## config.mk

```make
export PLATFORM = sky130hd
export DESIGN_NAME = poly_reg_bank_stream
export DESIGN_NICKNAME = d
export VERILOG_FILES = /design/src/rtl/poly_reg_bank_stream.sv
export SDC_FILE = /design/constraint.sdc
export NUM_CORES = 2
export LEC_CHECK = 0
export CAP_MARGIN = 20
export CORE_ASPECT_RATIO = 0.9
export CORE_MARGIN = 1
export CORE_UTILIZATION = 45
export CTS_CLUSTER_DIAMETER = 150
export CTS_CLUSTER_SIZE = 40
export DETAILED_ROUTE_END_ITERATION = 16
export MAX_ROUTING_LAYER = met4
export PLACE_DENSITY = 0.64
export SYNTH_ARGS = -nofsm -noshare
export SYNTH_HDL_FRONTEND = slang
export SYNTH_SLANG_ARGS = --single-unit
```

## constraint.sdc

```tcl
create_clock -name clock_i -period 47.1 [get_ports clock_i]
set_clock_uncertainty 0.15 [all_clocks]
set_input_delay 9.42 -clock clock_i [delete_from_list [all_inputs] [get_ports clock_i]]
set_output_delay 9.42 -clock clock_i [all_outputs]
set_load 0.03 [all_outputs]
```

## src/rtl/poly_reg_bank_stream.sv

```systemverilog
// Streaming operand/result register bank for the AMNS polynomial Montgomery multiplier.
// Define RES_PINGPONG_EN to double-buffer RES so a new result can fill while the previous one drains.
module poly_reg_bank_stream #(
    parameter int WORD_WIDTH = 17,
    parameter int N          = 5,
    parameter int S          = 4
) (
    input  logic                    clock_i,
    input  logic                    reset_i,
    input  logic [1:0]              load_sel_i,
    input  logic                    load_start_i,
    input  logic                    load_valid_i,
    input  logic [WORD_WIDTH-1:0]   load_data_i,
    output logic                    load_ready_o,
    output logic                    load_done_o,
    input  logic [S-1:0]            A_reg_coeff_rot_i,
    input  logic                    B_reg_shift_i,
    input  logic                    M_reg_shift_i,
    input  logic                    M_prime_0_rot_i,
    output logic [S*WORD_WIDTH-1:0] A_reg_dout_o,
    output logic [N*WORD_WIDTH-1:0] B_reg_dout_o,
    output logic [WORD_WIDTH-1:0]   M_reg_dout_o,
    output logic [WORD_WIDTH-1:0]   M_prime_0_reg_dout_o,
    input  logic                    RES_wr_en_i,
    input  logic [WORD_WIDTH-1:0]   RES_din_i,
    output logic                    RES_wr_ready_o,
    output logic [WORD_WIDTH-1:0]   RES_dout_o,
    output logic                    RES_valid_o,
    input  logic                    RES_ready_i,
    output logic                    RES_last_o
);

    localparam int NS = N * S;
    localparam int CW = $clog2(NS);

`ifdef RES_PINGPONG_EN
    localparam logic PINGPONG = 1'b1;
`else
    localparam logic PINGPONG = 1'b0;
`endif

    // Handshake: a word moves on any rising edge where valid and ready are both high;
    // valid may not depend on ready, and data is held until the beat is taken.

    typedef enum logic [1:0] {
        ST_IDLE = 2'd0,
        ST_LOAD = 2'd1,
        ST_DONE = 2'd2
    } state_t;

    state_t                  state_q, state_d;
    logic [1:0]              sel_q, sel_d;
    logic [CW-1:0]           cnt_q, cnt_d;
    logic [CW-1:0]           len_m1;
    logic                    load_beat;

    logic [WORD_WIDTH-1:0]   a_q [NS];
    logic [WORD_WIDTH-1:0]   a_d [NS];
    logic [WORD_WIDTH-1:0]   b_q [NS];
    logic [WORD_WIDTH-1:0]   b_d [NS];
    logic [WORD_WIDTH-1:0]   m_q [NS];
    logic [WORD_WIDTH-1:0]   m_d [NS];
    logic [WORD_WIDTH-1:0]   mp_q [N];
    logic [WORD_WIDTH-1:0]   mp_d [N];
    logic                    a_busy, b_busy, m_busy, mp_busy;

    // Buffer 1 is only ever addressed when the ping-pong pointers toggle.
    logic [WORD_WIDTH-1:0]   res_q [2][NS];
    logic [WORD_WIDTH-1:0]   res_d [2][NS];
    logic [1:0]              full_q, full_d;
    logic                    fill_ptr_q, fill_ptr_d;
    logic                    drain_ptr_q, drain_ptr_d;
    logic [CW-1:0]           fcnt_q, fcnt_d;
    logic [CW-1:0]           dcnt_q, dcnt_d;
    logic                    wr_fire, rd_fire;

    assign len_m1    = (sel_q == 2'b11) ? CW'(N - 1) : CW'(NS - 1);
    assign load_beat = (state_q == ST_LOAD) && load_valid_i;

    always_comb begin
        state_d      = state_q;
        sel_d        = sel_q;
        cnt_d        = cnt_q;
        load_ready_o = 1'b0;
        load_done_o  = 1'b0;
        case (state_q)
            ST_IDLE: begin
                if (load_start_i) begin
                    state_d = ST_LOAD;
                    sel_d   = load_sel_i;
                    cnt_d   = '0;
                end
            end
            ST_LOAD: begin
                load_ready_o = 1'b1;
                if (load_valid_i) begin
                    if (cnt_q == len_m1) state_d = ST_DONE;
                    else                 cnt_d   = cnt_q + CW'(1);
                end
            end
            ST_DONE: begin
                load_done_o = 1'b1;
                state_d     = ST_IDLE;
            end
            default: state_d = ST_IDLE;
        endcase
    end

    assign a_busy  = (state_q == ST_LOAD) && (sel_q == 2'b00);
    assign b_busy  = (state_q == ST_LOAD) && (sel_q == 2'b01);
    assign m_busy  = (state_q == ST_LOAD) && (sel_q == 2'b10);
    assign mp_busy = (state_q == ST_LOAD) && (sel_q == 2'b11);

    // Loads and operand ops never touch the same register in one cycle, so they compose freely.
    always_comb begin
        a_d  = a_q;
        b_d  = b_q;
        m_d  = m_q;
        mp_d = mp_q;
        if (load_beat) begin
            case (sel_q)
                2'b00: begin
                    for (int k = 0; k < NS - 1; k++) a_d[k] = a_q[k+1];
                    a_d[NS-1] = load_data_i;
                end
                2'b01: begin
                    for (int k = 0; k < NS - 1; k++) b_d[k] = b_q[k+1];
                    b_d[NS-1] = load_data_i;
                end
                2'b10: begin
                    for (int k = 0; k < NS - 1; k++) m_d[k] = m_q[k+1];
                    m_d[NS-1] = load_data_i;
                end
                default: begin
                    for (int k = 0; k < N - 1; k++) mp_d[k] = mp_q[k+1];
                    mp_d[N-1] = load_data_i;
                end
            endcase
        end
        if (!a_busy) begin
            for (int j = 0; j < S; j++) begin
                if (A_reg_coeff_rot_i[j]) begin
                    for (int k = 0; k < N; k++) a_d[j*N+k] = a_q[j*N + ((k + 1) % N)];
                end
            end
        end
        if (!b_busy && B_reg_shift_i) begin
            for (int k = 0; k < NS - 1; k++) b_d[k] = b_q[k+1];
            b_d[NS-1] = '0;
        end
        if (!m_busy && M_reg_shift_i) begin
            for (int k = 0; k < NS - 1; k++) m_d[k] = m_q[k+1];
            m_d[NS-1] = '0;
        end
        if (!mp_busy && M_prime_0_rot_i) begin
            for (int k = 0; k < N; k++) mp_d[k] = mp_q[(k + 1) % N];
        end
    end

    assign RES_wr_ready_o = ~full_q[fill_ptr_q];
    assign RES_valid_o    = full_q[drain_ptr_q];
    assign RES_dout_o     = RES_valid_o ? res_q[drain_ptr_q][0] : '0;
    assign RES_last_o     = RES_valid_o && (dcnt_q == CW'(NS - 1));
    assign wr_fire        = RES_wr_en_i && RES_wr_ready_o;
    assign rd_fire        = RES_valid_o && RES_ready_i;

    // A filling buffer is never full and a draining one always is, so the two
    // paths always address different buffers when both fire.
    always_comb begin
        res_d       = res_q;
        full_d      = full_q;
        fill_ptr_d  = fill_ptr_q;
        drain_ptr_d = drain_ptr_q;
        fcnt_d      = fcnt_q;
        dcnt_d      = dcnt_q;
        if (rd_fire) begin
            for (int k = 0; k < NS - 1; k++) res_d[drain_ptr_q][k] = res_q[drain_ptr_q][k+1];
            res_d[drain_ptr_q][NS-1] = '0;
            if (dcnt_q == CW'(NS - 1)) begin
                dcnt_d              = '0;
                full_d[drain_ptr_q] = 1'b0;
                drain_ptr_d         = drain_ptr_q ^ PINGPONG;
            end else begin
                dcnt_d = dcnt_q + CW'(1);
            end
        end
        if (wr_fire) begin
            for (int k = 0; k < NS - 1; k++) res_d[fill_ptr_q][k] = res_q[fill_ptr_q][k+1];
            res_d[fill_ptr_q][NS-1] = RES_din_i;
            if (fcnt_q == CW'(NS - 1)) begin
                fcnt_d             = '0;
                full_d[fill_ptr_q] = 1'b1;
                fill_ptr_d         = fill_ptr_q ^ PINGPONG;
            end else begin
                fcnt_d = fcnt_q + CW'(1);
            end
        end
    end

    always_ff @(posedge clock_i or posedge reset_i) begin
        if (reset_i) begin
            state_q     <= ST_IDLE;
            sel_q       <= '0;
            cnt_q       <= '0;
            full_q      <= '0;
            fill_ptr_q  <= 1'b0;
            drain_ptr_q <= 1'b0;
            fcnt_q      <= '0;
            dcnt_q      <= '0;
            for (int i = 0; i < NS; i++) begin
                a_q[i]      <= '0;
                b_q[i]      <= '0;
                m_q[i]      <= '0;
                res_q[0][i] <= '0;
                res_q[1][i] <= '0;
            end
            for (int i = 0; i < N; i++) mp_q[i] <= '0;
        end else begin
            state_q     <= state_d;
            sel_q       <= sel_d;
            cnt_q       <= cnt_d;
            full_q      <= full_d;
            fill_ptr_q  <= fill_ptr_d;
            drain_ptr_q <= drain_ptr_d;
            fcnt_q      <= fcnt_d;
            dcnt_q      <= dcnt_d;
            a_q         <= a_d;
            b_q         <= b_d;
            m_q         <= m_d;
            mp_q        <= mp_d;
            res_q       <= res_d;
        end
    end

    for (genvar j = 0; j < S; j++) begin : g_a_dout
        assign A_reg_dout_o[j*WORD_WIDTH +: WORD_WIDTH] = a_q[j*N];
    end

    for (genvar l = 0; l < N; l++) begin : g_b_dout
        assign B_reg_dout_o[l*WORD_WIDTH +: WORD_WIDTH] = b_q[l*S];
    end

    assign M_reg_dout_o         = m_q[0];
    assign M_prime_0_reg_dout_o = mp_q[0];

endmodule

```

==> results_dict.tcl <==
set metrics [dict create \
    start_util_pct 45.6 \
    synth_sequential_area_ratio_pct 65.0 \
    cp-start-kind "input port" \
    grt_usage_pct 14.7 \
    vias 26400 \
    power_w 0.00393 \
    critPathCaptureType "asynchronous set/reset pin" \
    clk_latency_ns 0.69 \
    wl_per_cell_um 17.1 \
    period_share_pct 28.7 \
    crit_path_frequent_cell "buf_4" \
    worst_slack_ns 33.60 \
    synth_seq_cells 1465 \
    p_comb_share_pct 34.3 \
    tritoncts "built" \
    multiInputGateArea_um2 17600 \
    yosysMostFrequentCell "dfrtp_1" \
    synth-compound-area-share_pct 3.11 \
    pre_cts_ws_ns 32.51 \
    worstPathRequired_ns 47.63 \
    layout.nets 3639 \
    finalCriticalPeriod_ns 13.50 \
    row_count 122 \
    cpMaxStageDelayCell "buf_4" \
    numCtsBuffers 42 \
    die_x_um 375 \
    yosys.area.top_type_share_pct 65.0 \
    drt-total-wl_um 89000 \
    globalplace.congestion 0.732 \
    ys_types 52 \
    synthTopCellsByArea "dfrtp_1 (65%), mux2_2 (25%), buf_4 (2.5%), a22o_1 (1.1%), buf_2 (0.85%)" \
    fp.coreArea_um2 124000 \
    max_slew_margin_pct 26.9 \
    yosysTopAreaCell "dfrtp_1" \
    path_class "input port to asynchronous set/reset pin" \
    p_int_w 0.00269 \
    synth_edf_count 0 \
    cts_root_buf "clkbuf_16" \
    cellLeakagePower_nw 29.3 \
    status "completed" \
    fin_hold_ws_ns 0.328 \
    cts_setup_buffers 0 \
    tns_ns 0 \
    drtIter0Drc 1862 \
    synthFlopType "dfrtp_1" \
    async_reset_ff_share_pct 100 \
    ioPinCount 258 \
    power_frac_clock_pct 13.5 \
    ctsHtreeMaxLevel 2 \
    power_frac_seq_pct 52.2 \
    syn_area_per_cell_um2 15.8 \
    swShare_pct 31.4 \
    min_path_type "flip-flop to flip-flop" \
    vias_per_cell 5.07 \
    path_cells "clkdlybuf4s50_1 > clkinvlp_4 > buf_12 > buf_4 > buf_4 > buf_4 > buf_4" \
    clock_tree.buffer_depth 3 \
    grt_start_max_net_pins 196 \
    ys.warnings.count 0 \
    drive_gt1_share_pct 38.1 \
    clkTransAtPathRegs_ns 0.14 \
    grt_setup_unrepaired "no" \
    dieArea_um2 127000 \
    fin_util_pct 49.0 \
    synthSimpleGateAreaFrac_pct 1.57 \
    drc 0 \
    arrival_ns 14.03 \
    crit_path_max_incr_delay_ns 0.86 \
    synth_adder_area_share_pct 0.0666 \
    die-height_um 338 \
    path_max_fanout 159 \
    drtAntennaViolNets 0 \
    slew_violations 0 \
    synthMuxAreaShare_pct 26.3 \
    tightestPinTransition_ns 1.09 \
    synth_common_cells "dfrtp_1 (1,465), mux2_2 (1,236), buf_4 (187)" \
    fmax_mhz 74.1 \
    ir_drop_mv 0.0495 \
    synth_top_family_by_area "multiplexers" \
    cap_violations 0 \
    setup_viol 0 \
    antenna_found_initial 11 \
    seqCellArea_um2 36700 \
    overflow 0 \
    power_switching_w 0.00123 \
    synthesis.instances 3575 \
    grt_pass1_vias 26400 \
    synth-xor-area-share_pct 0.0311 \
    power_density_nw_per_um2 64.8 \
    nFillCells 10700 \
    portBuffers 257 \
    hold_violations 0 \
    syn2layout_area_growth_pct 7.46 \
    hpwl_um 55200 \
    synth_area_um2 56400 \
    first_pass_iters 4 \
    post_cts_resized 0 \
    grt_first_pass_wirelength_um 148000 \
    clock_sinks 1465 \
    postCtsHoldBufs 0 \
    syn_nets 3627 \
]
==> critical path, delay by kind of cell <==
family | cells | cell delay, ns
buf+inv | 7 | 4.42
==> flip-flops by register name, indices dropped and copies added, names as in the netlist, 17 cells and up <==
signal	cells
A_reg_dout_o	68
B_reg_dout_o	85
M_prime_0_reg_dout_o	17
M_reg_dout_o	17
a_q	272
b_q	255
m_q	323
mp_q	68
res_q	340
==> area by class of cell <==
cell class	instances	share of cell area [%]
antenna	10	0.0413
clock buffer	45	1.86
clock inverter	2	0.0330
inverter	29	0.186
multi-input combinational	1750	29.0
sequential	1465	60.5
tap	1612	3.33
timing repair buffer	299	5.02
==> per-stage QoR <==
stage | cell area, um^2 | instances
finish | 60600 | 5212
detailed placement | 59300 | 5151
CTS | 60500 | 5198
floorplan | 56400 | 3575
global route | 60600 | 5211
global placement | 59300 | 5151
==> path summary, 6_finish.rpt <==
path	startpoint	endpoint	slack, ns	depth (start not counted)
max reg2reg	state_q[0]$_DFFE_PP0P_	m_q[127]$_DFFE_PP0P_	42.51	7
min reg2reg	m_q[120]$_DFFE_PP0P_	m_q[137]$_DFFE_PP0P_	0.33	1
min in group asynchronous	reset_i	B_reg_dout_o[15]$_DFFE_PP0P_	9.16	3
max in group clock_i	M_reg_shift_i	m_q[127]$_DFFE_PP0P_	34.32	7
min	m_q[120]$_DFFE_PP0P_	m_q[137]$_DFFE_PP0P_	0.33	1
max	reset_i	m_q[251]$_DFFE_PP0P_	33.60	7
==> metal layers <==
metal | GRT usage [%] | share of wire [%] | vias to the layer above
met1 | 21.3 | 49 | 13700
met4 | 2.99 | 1.5 | 0
met5 | - | 0 | -
met3 | 2.78 | 4.9 | 69
met2 | 21.6 | 44 | 237
li1 | - | - | 12400
==> cell usage in the layout (no fill, tap or decap), drive strengths merged, types with 2 or more instances in the layout <==
cell type      Yosys  routed
a21o              55      55
a21oi             73      73
a22o              68      68
and2              20      20
buf              289      42
clkbuf            42      45
clkdlybuf4s50      0     257
dfrtp           1465    1465
diode              0      10
ha                 3       3
inv               29      29
mux2            1293    1293
mux2i             21      21
nand2             78      78
nand2b             3       3
nand3             23      23
nand3b             2       2
nor2              29      29
nor2b              5       5
nor3               7       7
nor4b              3       3
o211ai             3       3
o21ai             22      22
o22ai             19      19
o31a               2       2
o31ai              3       3
or3                3       3
==> power by group through the flow <==
stage	sequential (W)	combinational [W]	clock (W)
floorplan	0.00203	0.00115	0
global placement	0.00207	0.00133	0
detailed placement	0.00209	0.00136	0
CTS	0.00206	0.00136	0.000566
global route	0.00212	0.00147	0.000601
finish	0.00205	0.00135	0.000530
==> cells by family (layout without fill, tap and decap cells) <==
group | Yosys count | in the layout
muxes | 1314 | 1314
buffers and inverters | 360 | 375
xor gates and xnor gates | 2 | 2
DFF | 1465 | 1465
and+or+nand+nor | 180 | 180
other | 0 | 10
adders and majority gates | 3 | 3
AOI/OAI and AO/OA | 251 | 251
(Power assumes the default switching activity.)
